### src/rtl/iir_sample_scheduler.sv
// Paces single samples through an AXI-Stream IIR filter at a fixed tick rate,
// with result timeout, held-valid output and overrun/timeout status.
module iir_sample_scheduler #(
    parameter int unsigned DATA_WIDTH     = 16,
    parameter int unsigned CLK_DIV        = 100000,
    parameter int unsigned TIMEOUT_CYCLES = 1024,
    parameter int unsigned CNT_WIDTH      = 16
) (
    input  logic                         clk,
    input  logic                         rst_n,
    input  logic                         enable,
    input  logic                         clear_status,
    input  logic signed [DATA_WIDTH-1:0] adc_tdata,
    input  logic                         adc_tvalid,
    output logic signed [DATA_WIDTH-1:0] flt_s_axis_tdata,
    output logic                         flt_s_axis_tvalid,
    input  logic                         flt_s_axis_tready,
    input  logic signed [DATA_WIDTH-1:0] flt_m_axis_tdata,
    input  logic                         flt_m_axis_tvalid,
    output logic                         flt_m_axis_tready,
    output logic signed [DATA_WIDTH-1:0] out_tdata,
    output logic                         out_tvalid,
    input  logic                         out_tready,
    output logic                         busy,
    output logic [CNT_WIDTH-1:0]         overrun_cnt,
    output logic                         timeout_err
);

    localparam int unsigned DIV_W = (CLK_DIV > 1) ? $clog2(CLK_DIV) : 1;
    localparam int unsigned TO_W  = (TIMEOUT_CYCLES > 1) ? $clog2(TIMEOUT_CYCLES) : 1;
    localparam logic [DIV_W-1:0]     DIV_LAST = DIV_W'(CLK_DIV - 1);
    localparam logic [TO_W-1:0]      TO_LAST  = TO_W'(TIMEOUT_CYCLES - 1);
    localparam logic [CNT_WIDTH-1:0] CNT_MAX  = '1;

    typedef enum logic [2:0] {
        IDLE,
        WAIT_TICK,
        ISSUE,
        WAIT_RESULT,
        DELIVER
    } state_t;

    state_t                         state;
    state_t                         state_nxt;
    logic [DIV_W-1:0]               tick_cnt;
    logic [TO_W-1:0]                to_cnt;
    logic [TO_W-1:0]                to_cnt_nxt;
    logic signed [DATA_WIDTH-1:0]   hold;
    logic signed [DATA_WIDTH-1:0]   s_data_nxt;
    logic signed [DATA_WIDTH-1:0]   o_data_nxt;
    logic                           tick_c;
    logic                           drop_c;
    logic                           timeout_c;

    assign tick_c = enable && (tick_cnt == DIV_LAST);
    // A tick is only consumed in WAIT_TICK; any other state drops it.
    assign drop_c = tick_c && (state != WAIT_TICK);

    // Sample-rate divider; parked at zero while disabled.
    always_ff @(posedge clk or negedge rst_n) begin
        if (!rst_n) begin
            tick_cnt <= '0;
        end else if (!enable || tick_cnt == DIV_LAST) begin
            tick_cnt <= '0;
        end else begin
            tick_cnt <= tick_cnt + DIV_W'(1);
        end
    end

    // Most recent ADC sample, captured in every state.
    always_ff @(posedge clk or negedge rst_n) begin
        if (!rst_n) begin
            hold <= '0;
        end else if (adc_tvalid) begin
            hold <= adc_tdata;
        end
    end

    // Next-state, timeout and data-path decisions.
    always_comb begin
        state_nxt  = state;
        to_cnt_nxt = to_cnt;
        s_data_nxt = flt_s_axis_tdata;
        o_data_nxt = out_tdata;
        timeout_c  = 1'b0;
        case (state)
            IDLE: begin
                if (enable) state_nxt = WAIT_TICK;
            end
            WAIT_TICK: begin
                if (!enable) begin
                    state_nxt = IDLE;
                end else if (tick_c) begin
                    state_nxt  = ISSUE;
                    s_data_nxt = hold;
                end
            end
            ISSUE: begin
                if (flt_s_axis_tready) begin
                    state_nxt  = WAIT_RESULT;
                    to_cnt_nxt = '0;
                end
            end
            WAIT_RESULT: begin
                if (flt_m_axis_tvalid) begin
                    o_data_nxt = flt_m_axis_tdata;
                    state_nxt  = DELIVER;
                end else if (to_cnt == TO_LAST) begin
                    timeout_c = 1'b1;
                    state_nxt = enable ? WAIT_TICK : IDLE;
                end else begin
                    to_cnt_nxt = to_cnt + TO_W'(1);
                end
            end
            DELIVER: begin
                if (out_tready) state_nxt = enable ? WAIT_TICK : IDLE;
            end
            default: state_nxt = IDLE;
        endcase
    end

    // State plus registered handshake outputs decoded from the next state.
    always_ff @(posedge clk or negedge rst_n) begin
        if (!rst_n) begin
            state             <= IDLE;
            to_cnt            <= '0;
            flt_s_axis_tdata  <= '0;
            flt_s_axis_tvalid <= 1'b0;
            flt_m_axis_tready <= 1'b0;
            out_tdata         <= '0;
            out_tvalid        <= 1'b0;
            busy              <= 1'b0;
        end else begin
            state             <= state_nxt;
            to_cnt            <= to_cnt_nxt;
            flt_s_axis_tdata  <= s_data_nxt;
            flt_s_axis_tvalid <= (state_nxt == ISSUE);
            flt_m_axis_tready <= (state_nxt == WAIT_RESULT);
            out_tdata         <= o_data_nxt;
            out_tvalid        <= (state_nxt == DELIVER);
            busy              <= (state_nxt == ISSUE) || (state_nxt == WAIT_RESULT) ||
                                 (state_nxt == DELIVER);
        end
    end

    // Status; a clear request overrides a same-cycle increment or set.
    always_ff @(posedge clk or negedge rst_n) begin
        if (!rst_n) begin
            overrun_cnt <= '0;
            timeout_err <= 1'b0;
        end else if (clear_status) begin
            overrun_cnt <= '0;
            timeout_err <= 1'b0;
        end else begin
            if (drop_c && overrun_cnt != CNT_MAX) overrun_cnt <= overrun_cnt + CNT_WIDTH'(1);
            if (timeout_c) timeout_err <= 1'b1;
        end
    end

endmodule

### config.mk
export PLATFORM = sky130hd
export DESIGN_NAME = iir_sample_scheduler
export DESIGN_NICKNAME = d
export VERILOG_FILES = /design/src/rtl/iir_sample_scheduler.sv
export SDC_FILE = /design/constraint.sdc
export NUM_CORES = 1
export LEC_CHECK = 0
export CELL_PAD_IN_SITES_DETAIL_PLACEMENT = 0
export CELL_PAD_IN_SITES_GLOBAL_PLACEMENT = 1
export CORE_UTILIZATION = 43
export CTS_BUF_LIST = sky130_fd_sc_hd__clkbuf_4 sky130_fd_sc_hd__clkbuf_8 sky130_fd_sc_hd__clkbuf_16
export DETAILED_ROUTE_END_ITERATION = 10
export PLACE_DENSITY_LB_ADDON = 0.1
export SETUP_SLACK_MARGIN = 0.1
export SLEW_MARGIN = 20
export SYNTH_ARGS = -nofsm -noshare
export SYNTH_HDL_FRONTEND = slang
export SYNTH_SLANG_ARGS = --single-unit
### constraint.sdc
create_clock -name clk -period 3.7 [get_ports clk]
set_clock_uncertainty 0.15 [all_clocks]
set_input_delay 0.555 -clock clk [delete_from_list [all_inputs] [get_ports clk]]
set_output_delay 0.555 -clock clk [all_outputs]
set_load 0.01 [all_outputs]
# == Word level (Yosys, flattened, before mapping) ==
# Index checks and enable logic that the tools add are counted.
# word_totals
reg_bits,99
in_bits,40
out_inout_bits,53
word_cells,64
# classes
add_sub_neg,3
eq_ne,14
n_mux,21
reduce_logical,14
# op_table
operator,n
16-bit two-way mux,2
10-bit two-way mux,3
3-bit two-way mux,7
10-bit one-hot mux with 2 select lines,1
"17-bit by 1-bit adder with 17-bit output, second input constant",1
"17-bit equality test, second input constant",1
17-bit two-way mux,1
"16-bit by 1-bit adder with 16-bit output, second input constant",1
"16-bit inequality test, second input constant",1
3-bit one-hot mux with 5 select lines,1
"3-bit by 2-bit equality test with 1-bit output, second input constant",4
"10-bit by 1-bit adder with 10-bit output, second input constant",1
"10-bit equality test, second input constant",1
"3-bit equality test, second input constant",2
1-bit two-way mux,6
"2-bit inequality test, second input constant",3
2-bit nonzero test,3
4-bit AND reduction,1
"3-bit by 1-bit equality test with 1-bit output, second input constant",1
1-bit logical AND,3
3-bit zero test,1
1-bit logical OR,3
"3-bit by 1-bit inequality test with 1-bit output, second input constant",1
3-bit AND reduction,1
other kinds (2),2

# == Depth between registers and ports, before layout ==
# Gate-level depths: netlist of run 1.
# logic_depth
word_depth,8
ltp_mapped,9
depth_no_buf,6

# == Least setup slack after synthesis of run 1 ==
# No wires, ideal clock.
# synth_timing
path_type,register to register
from,register tick_cnt[0]
to,register busy
setup_ns,0.139
arrival_time_ns,1.882
t_required_ns,3.411
setup_slack_ns,1.529
path_stages_with_launch,8
path_buffers,2
period_less_slack_ns,2.171
cell_sequence,dfrtp_1 > ha_1 > and4_1 > and4_1 > buf_6 > and3_1 > buf_2 > or4_1
# synth_between
elab_chain_len,8
word_cells_on_any_way,10
cone_classes,4 x eq/ne; 3 x mux; 3 x reduce/logical
# synth_rtl
element,line,text
"start, declared",45,logic [DIV_W-1:0] tick_cnt;
"start signal, assigned",66,tick_cnt <= tick_cnt + DIV_W'(1);
17-bit equality test *,55,assign tick_c = enable && (tick_cnt == DIV_LAST);
1-bit logical AND *,55,
3-bit two-way mux *,93,end else if (tick_c) begin
3-bit two-way mux *,91,if (!enable) begin
3-bit one-hot mux with 5 select lines *,86,case (state)
3-bit by 2-bit equality test with 1-bit output,141,busy <= (state_nxt == ISSUE) || (state_nxt == WAIT_RESULT) ||
1-bit logical OR,141,
1-bit logical OR *,141,
"end signal, assigned",141,
"end, declared",24,"output logic busy,"
# Mark *: on every way between the ends. The rest lies on a longest branch, timed or not.
# A chain may end at the register's enable or synchronous reset.

# == Worst setup path in the final report of run 1 ==
# Same ends and word-level chain as after synthesis.

==> impl_metrics.csv, run 1 <==
group,metric,value,unit
power,switchingPower,459.0,uW
route,wirelength,9783,um
timing,drv_slew,0,
setup_path,crit_type,"reg2reg",
placed_design,placed_area,5451,um2
floorplanning,dieArea,10720,um2
grt,grt_pass1_vias,3362,
route,detail-route-antenna-nets,0,
timing,finalCritPeriodShare,0.6848,
power,internal_power,1.414,mW
yosys,synth-edff-count,0,
route,routedWlPerCell,15.24,um
yosys,synth.area.top_cells,"dfrtp_1 56%, mux2_2 8.9%, nand2_1 5.7%",
yosys,yosysSeqAreaShare,0.5590,
cells_and_area,nets,547,
clock_tree,ctsResizeCount,0,
route,drt_iter0_drc,91,
yosys,syn_inst,414,
cells_and_area,final_util,0.5713,
clock_tree,cts_root_buf,"clkbuf_8",
floorplanning,num_rows,36,
route,drc,0,
power,vdd_drop_max,298.1,uV
clock_tree,cts_hold_buf,0,
setup_path,crit_path_max_fanout,18,
power,p_seq_frac,0.596,
timing,finalHoldViolCount,0,
setup_path,critPathLaunchType,"register",
setup_path,reg2reg_slack,1.17,ns
grt,grt_pass1_wl,16830,um
setup_path,r2r-start,"tick_cnt[0]",
cells_and_area,fillers,898,
route,num_vias,3365,
power,p_leak,2.483,nW
setup_path,reg2reg_depth,5,
yosys,post_synth.cell_area_avg,10.70,um2
timing,finalSetupViolCount,0,
setup_path,cp-end-kind,"register",
cells_and_area,seq_area,2477,um2
yosys,synthFlopType,"dfrtp_1",
floorplanning,coreArea,9864,um2
floorplanning,die-width,103.5,um
placed_design,io_buffers,92,
setup_path,crit_required,3.80,ns
clock_tree,cts_tree,"done",
yosys,synth_top_area_frac,0.5590,
clock_tree,cts.clk_slew.worst_paths,0.10,ns
timing,max_clock_freq,394.7,MHz
placed_design,gp_congestion,0.7567,
route,drtPass1Iterations,4,
floorplanning,start_util,0.4493,
cells_and_area,n_antenna_cell,0,
timing,fin_crit,2.534,ns
clock_tree,clk_latency,0.38,ns
yosys,synthArstFlopShare,1.000,
cells_and_area,synthToLayoutAreaGrowth,27.16,%
timing,tightest_slew,0.8152,ns
setup_path,r2r-end,"busy",
cells_and_area,design_area,5635,um2
cells_and_area,drive_gt1_frac,0.1120,
floorplanning,pin_count,93,
grt,grt-ovfl-total,0,
clock_tree,cts_sinks,99,
status,status,"finished, final reports clean",
clock_tree,post_cts_buffers,0,
clock_tree,cts_htree_levels,3,
floorplanning,die_h,103.5,um
clock_tree,numCtsBuffers,9,
grt,grtUsageTotal,0.1986,
flow_run,cap_violations,0,
yosys,synth_warnings,0,
timing,slew-limit-headroom,0.4548,
hold_path,hold_path.class,"in2async",
cells_and_area,multiInputGateArea,1863,um2
timing,rsz0062_at_grt,"false",
setup_path,arrival,2.63,ns
yosys,yosysTopAreaCell,"dfrtp_1",
yosys,netlist_area,4432,um2
power,combPwrFrac,0.058,
timing,setup_tns,0,ns
power,clockPowerShare,0.347,
yosys,synth_cell_types,42,
yosys,syn_nets,457,
clock_tree,clk_path_buf_depth,2,
power,cellPowerDensity,332.4,nW/um2
power,p_sw_frac,0.2450,
grt,grt_max_degree,61,
yosys,ys_ff_latch,99,
grt,antenna_found_initial,0,
placed_design,dpl.hpwl,6791,um
route,routed_via_density,5.241,
-- area by class of cell --
type / count / share of cell area
sequential: 99 / 0.4396
multi-input combinational: 297 / 0.3306
timing repair buffer: 94 / 0.1656
tap: 133 / 0.02953
clock buffer: 9 / 0.02198
clock inverter: 7 / 0.01066
inverter: 3 / 0.001998
-- worst max-delay path, cell delays in order, from the launching register on --
cell,delay (ns)
dfrtp_1,0.42
ha_1,0.24
and4_1,0.25
and4_1,0.29
and3_1,0.48
or4_1,0.57
-- sequential cells by signal, indices dropped and copies added (netlist names), 3 cells and up --
signal            cells
tick_cnt             17
flt_s_axis_tdata     16
out_tdata            16
overrun_cnt          16
hold                 16
state                 3
to_cnt               10
-- worst max-delay path by stage --
stage | to | depth (start not counted) | slack (ns) | startpoint
finish | busy | 5 | 1.17 | tick_cnt[0]
global route | flt_s_axis_tdata[2] | 6 | 0.93 | tick_cnt[0]
CTS | flt_s_axis_tvalid | 6 | 1.14 | tick_cnt[0]
detailed placement | to_cnt[5] | 6 | 0.85 | flt_m_axis_tvalid
global placement | to_cnt[7] | 6 | 1.02 | flt_m_axis_tvalid
floorplan | busy | 7 | 1.53 | tick_cnt[0]
-- kinds of logic after synthesis --
| group | count (synthesis) | share of synthesized area |
|---|---|---|
| AND/OR/NAND/NOR | 200 | 0.2301 |
| multiplexers | 36 | 0.09119 |
| XOR/XNOR | 20 | 0.03953 |
| flip-flops | 99 | 0.5590 |
| AO/OA/AOI/OAI | 38 | 0.05110 |
| buffers and inverters | 18 | 0.02061 |
| adder cells (fa/ha/maj) | 3 | 0.008471 |
-- metrics by stage --
step | hold slack (ns) | worst slack [ns] | total power [mW] | cells
6_report | 0.1016 | 1.166 | 1.873 | 642
5_1_grt | 0.1557 | 0.9283 | 1.959 | 642
4_1_cts | 0.1044 | 1.141 | 1.909 | 642
3_5_place_dp | 0.3052 | 0.8455 | 1.248 | 626
3_3_place_gp | 0.2987 | 1.022 | 1.245 | 626
2_1_floorplan | 0.1094 | 1.529 | 1.173 | 414
-- cell usage in the layout, fill, tap and decap left out, drive strengths merged, types with 5 or more instances in the layout --
cell / netlist / layout
dfrtp: 99 / 99
clkdlybuf4s50: 0 / 91
nand2: 67 / 67
nor2: 38 / 38
mux2: 35 / 35
nand3: 20 / 20
xor2: 14 / 14
a21oi: 14 / 14
nand4: 13 / 13
and3: 11 / 11
o21ai: 11 / 11
nor3: 9 / 9
clkbuf: 8 / 9
or3: 7 / 7
xnor2: 6 / 6
nor3b: 5 / 5
inv: 3 / 5
-- power by group through the flow --
stage | Sequential [mW] | Combinational, mW | Clock [mW]
after floorplan | 1.13 | 0.0391 | 0
after global placement | 1.14 | 0.109 | 0
after detailed placement | 1.14 | 0.111 | 0
after CTS | 1.12 | 0.111 | 0.681
after global routing | 1.12 | 0.122 | 0.718
final | 1.12 | 0.108 | 0.650
-- Yosys cell counts, types with 4 or more instances --
cell / count
nor2_1: 38
or4_1: 4
nand4_1: 12
and4_1: 4
dfrtp_1: 99
clkbuf_1: 8
or3_1: 7
nor3b_1: 5
xor2_1: 14
nor3_1: 9
mux2_2: 35
a21oi_1: 14
buf_2: 4
and3_1: 11
nand2_1: 67
nand3_1: 20
xnor2_1: 6
o21ai_0: 11
nor2b_1: 4
-- metal layers --
metal  vias to the layer above  global-route usage  part of all wire
met1                      1665              0.2575              0.47
met4                         0             0.04658            0.0098
li1                       1631                   -                 -
met2                        60              0.3130              0.47
met3                         9             0.07804             0.059
met5                         -                   0                 0
No activity file was read; power rests on OpenSTA's default activity.
==> inputs of run 2 (changes only) <==
Settings changed: CORE_UTILIZATION 43 to 40.
Clock period 3.7 ns to 2.35 ns, I/O delays scaled along.
==> run 2 against run 1 <==
Cell area grew 4.6%. Global-route usage shrank 0.78 points. Die area grew 7.4%. Critical path depth is the same. Highest routed layer unchanged.
==> impl_metrics.csv, run 2 (synthesized netlist as in run 1, its figures left out) <==
group,metric,value,unit
status,status,"finished, final reports clean",
setup_path,crit_buf_inv,0,
timing,tightest_slew,0.5364,ns
power,cellPowerDensity,503.2,nW/um2
cells_and_area,largest_reg_flops,17,
setup_path,critPathLaunchType,"register",
placed_design,gp_congestion,0.8037,
floorplanning,die_h,107.3,um
route,routedWlPerCell,15.05,um
cells_and_area,n_antenna_cell,0,
floorplanning,num_rows,38,
placed_design,io_buffers,92,
timing,finalCritPeriodShare,0.9310,
timing,rsz0062_at_grt,"false",
grt,antenna_found_initial,0,
timing,finalSetupViolCount,0,
clock_tree,cts_tree,"done",
cells_and_area,layout_common_cells,"99 x dfrtp_1, 91 x clkdlybuf4s50_1, 67 x nand2_1",
setup_path,reg2reg_depth,5,
route,wirelength,10200,um
grt,grt-ovfl-total,0,
timing,slew-limit-headroom,0.6424,
power,vdd_drop_max,464.5,uV
timing,drv_slew,0,
timing,setup_tns,0,ns
cells_and_area,nets,577,
setup_path,crit_required,2.50,ns
hold_path,hold_path.class,"reg2reg",
route,drtPass1Iterations,4,
clock_tree,cts_sinks,99,
clock_tree,cts.clk_slew.worst_paths,0.10,ns
route,drc,0,
flow_run,cap_violations,0,
grt,grt_max_degree,41,
clock_tree,clk_latency,0.38,ns
floorplanning,pin_count,93,
cells_and_area,layout_commonest_cell,"dfrtp_1",
clock_tree,numCtsBuffers,9,
cells_and_area,top_register,"tick_cnt",
grt,grt_pass1_vias,3481,
route,routed_via_density,5.109,
setup_path,cp_slowest_cell,"or4_1",
clock_tree,cts_root_buf,"clkbuf_8",
power,p_leak,2.641,nW
cells_and_area,fillers,972,
floorplanning,coreArea,10840,um2
clock_tree,clk_path_buf_depth,2,
cells_and_area,final_util,0.5437,
placed_design,placed_area,5668,um2
placed_design,dpl.hpwl,7131,um
floorplanning,start_util,0.4088,
clock_tree,cts_htree_levels,3,
route,drt_iter0_drc,134,
timing,fin_crit,2.188,ns
hold_path,holdPathStages,2,
setup_path,cp_top_family,"simple AND/OR/NAND/NOR gates",
grt,grt_pass1_wl,16870,um
cells_and_area,drive_gt1_frac,0.1654,
setup_path,crit_type,"reg2reg",
timing,max_clock_freq,457.1,MHz
power,power,2.966,mW
grt,grtUsageTotal,0.1909,
floorplanning,dieArea,11500,um2
setup_path,cp.depth,5,
cells_and_area,synthToLayoutAreaGrowth,33.00,%
setup_path,arrival,2.34,ns
setup_path,path_cells,"nor4b_1 > and4_4 > nand4_4 > or4_1 > a21oi_1",
setup_path,slowest_delay,0.52,ns
timing,finalHoldViolCount,0,
cells_and_area,design_area,5894,um2
route,num_vias,3464,
floorplanning,die-width,107.3,um
setup_path,crit_path_max_fanout,5,
setup_path,cp-end-kind,"register",
route,detail-route-antenna-nets,0,
-- run 2: cell types whose count changed in the layout (fill, tap and decap cells not counted), sizes merged --
| cell | before | now |
|---|---|---|
| buf | 3 | 32 |
| clkbuf | 9 | 10 |
| clkinv | 2 | 1 |
| clkinvlp | 3 | 1 |
| dlygate4sd3 | 0 | 1 |
| inv | 5 | 6 |
-- run 2: path summary, 6_finish.rpt --
kind / startpoint / endpoint / slack [ns]
hold reg to reg: flt_s_axis_tdata[2] / flt_s_axis_tdata[2] / 0.33
min in group asynchronous: rst_n / out_tvalid / 0.36
setup reg to reg: tick_cnt[12] / overrun_cnt[7] / 0.16
max in group asynchronous: rst_n / overrun_cnt[8] / 1.09
setup / recovery: tick_cnt[12] / overrun_cnt[7] / 0.16
hold / removal: flt_s_axis_tdata[2] / flt_s_axis_tdata[2] / 0.33
-- run 2: per-layer routing --
layer | track usage | share of wire
met2 | 0.3143 | 0.49
met5 | 0 | 0
met3 | 0.08232 | 0.069
met4 | 0.05284 | 0.0099
met1 | 0.2274 | 0.43
-- run 2: stage by stage --
| step | hold slack [ns] | instances | worst slack, ns |
|---|---|---|---|
| after floorplan | -0.09309 | 414 | 0.1794 |
| after global routing | 0.3409 | 678 | 0.1273 |
| after detailed placement | 0.2210 | 659 | 0.1192 |
| after global placement | 0.2191 | 659 | 0.1693 |
| after CTS | 0.3297 | 675 | 0.1288 |
| final | 0.3252 | 678 | 0.1621 |
-- run 2: final cells by class --
class                      count  area, um2  area share
multi-input combinational    297       1881      0.3190
tap                          140      175.2     0.02972
timing repair buffer         124       1174      0.1991
inverter                       3      11.26    0.001910
sequential                    99       2477      0.4203
clock inverter                 5      45.04    0.007642
clock buffer                  10      131.4     0.02229
-- run 2: worst min-delay path: stages (launching register included) --
cell and delay (ns):
dfrtp_1 0.36, nand2_1 0.05, nand2_1 0.04
-- run 2: repair_timing --
item | 4_1_cts | 5_1_grt
pin swaps | 0 | 1
setup endpoints to repair | 2 | 11
hold buffers | 1 | 0
hold endpoints to repair | 37 | 0
buffers inserted | 0 | 3
gates resized for setup | 1 | 4
-- run 2: power breakdown --
group | switching [mW] | internal, mW
Combinational | 0.0819 | 0.107
Sequential | 0.0203 | 1.74
Clock | 0.613 | 0.408
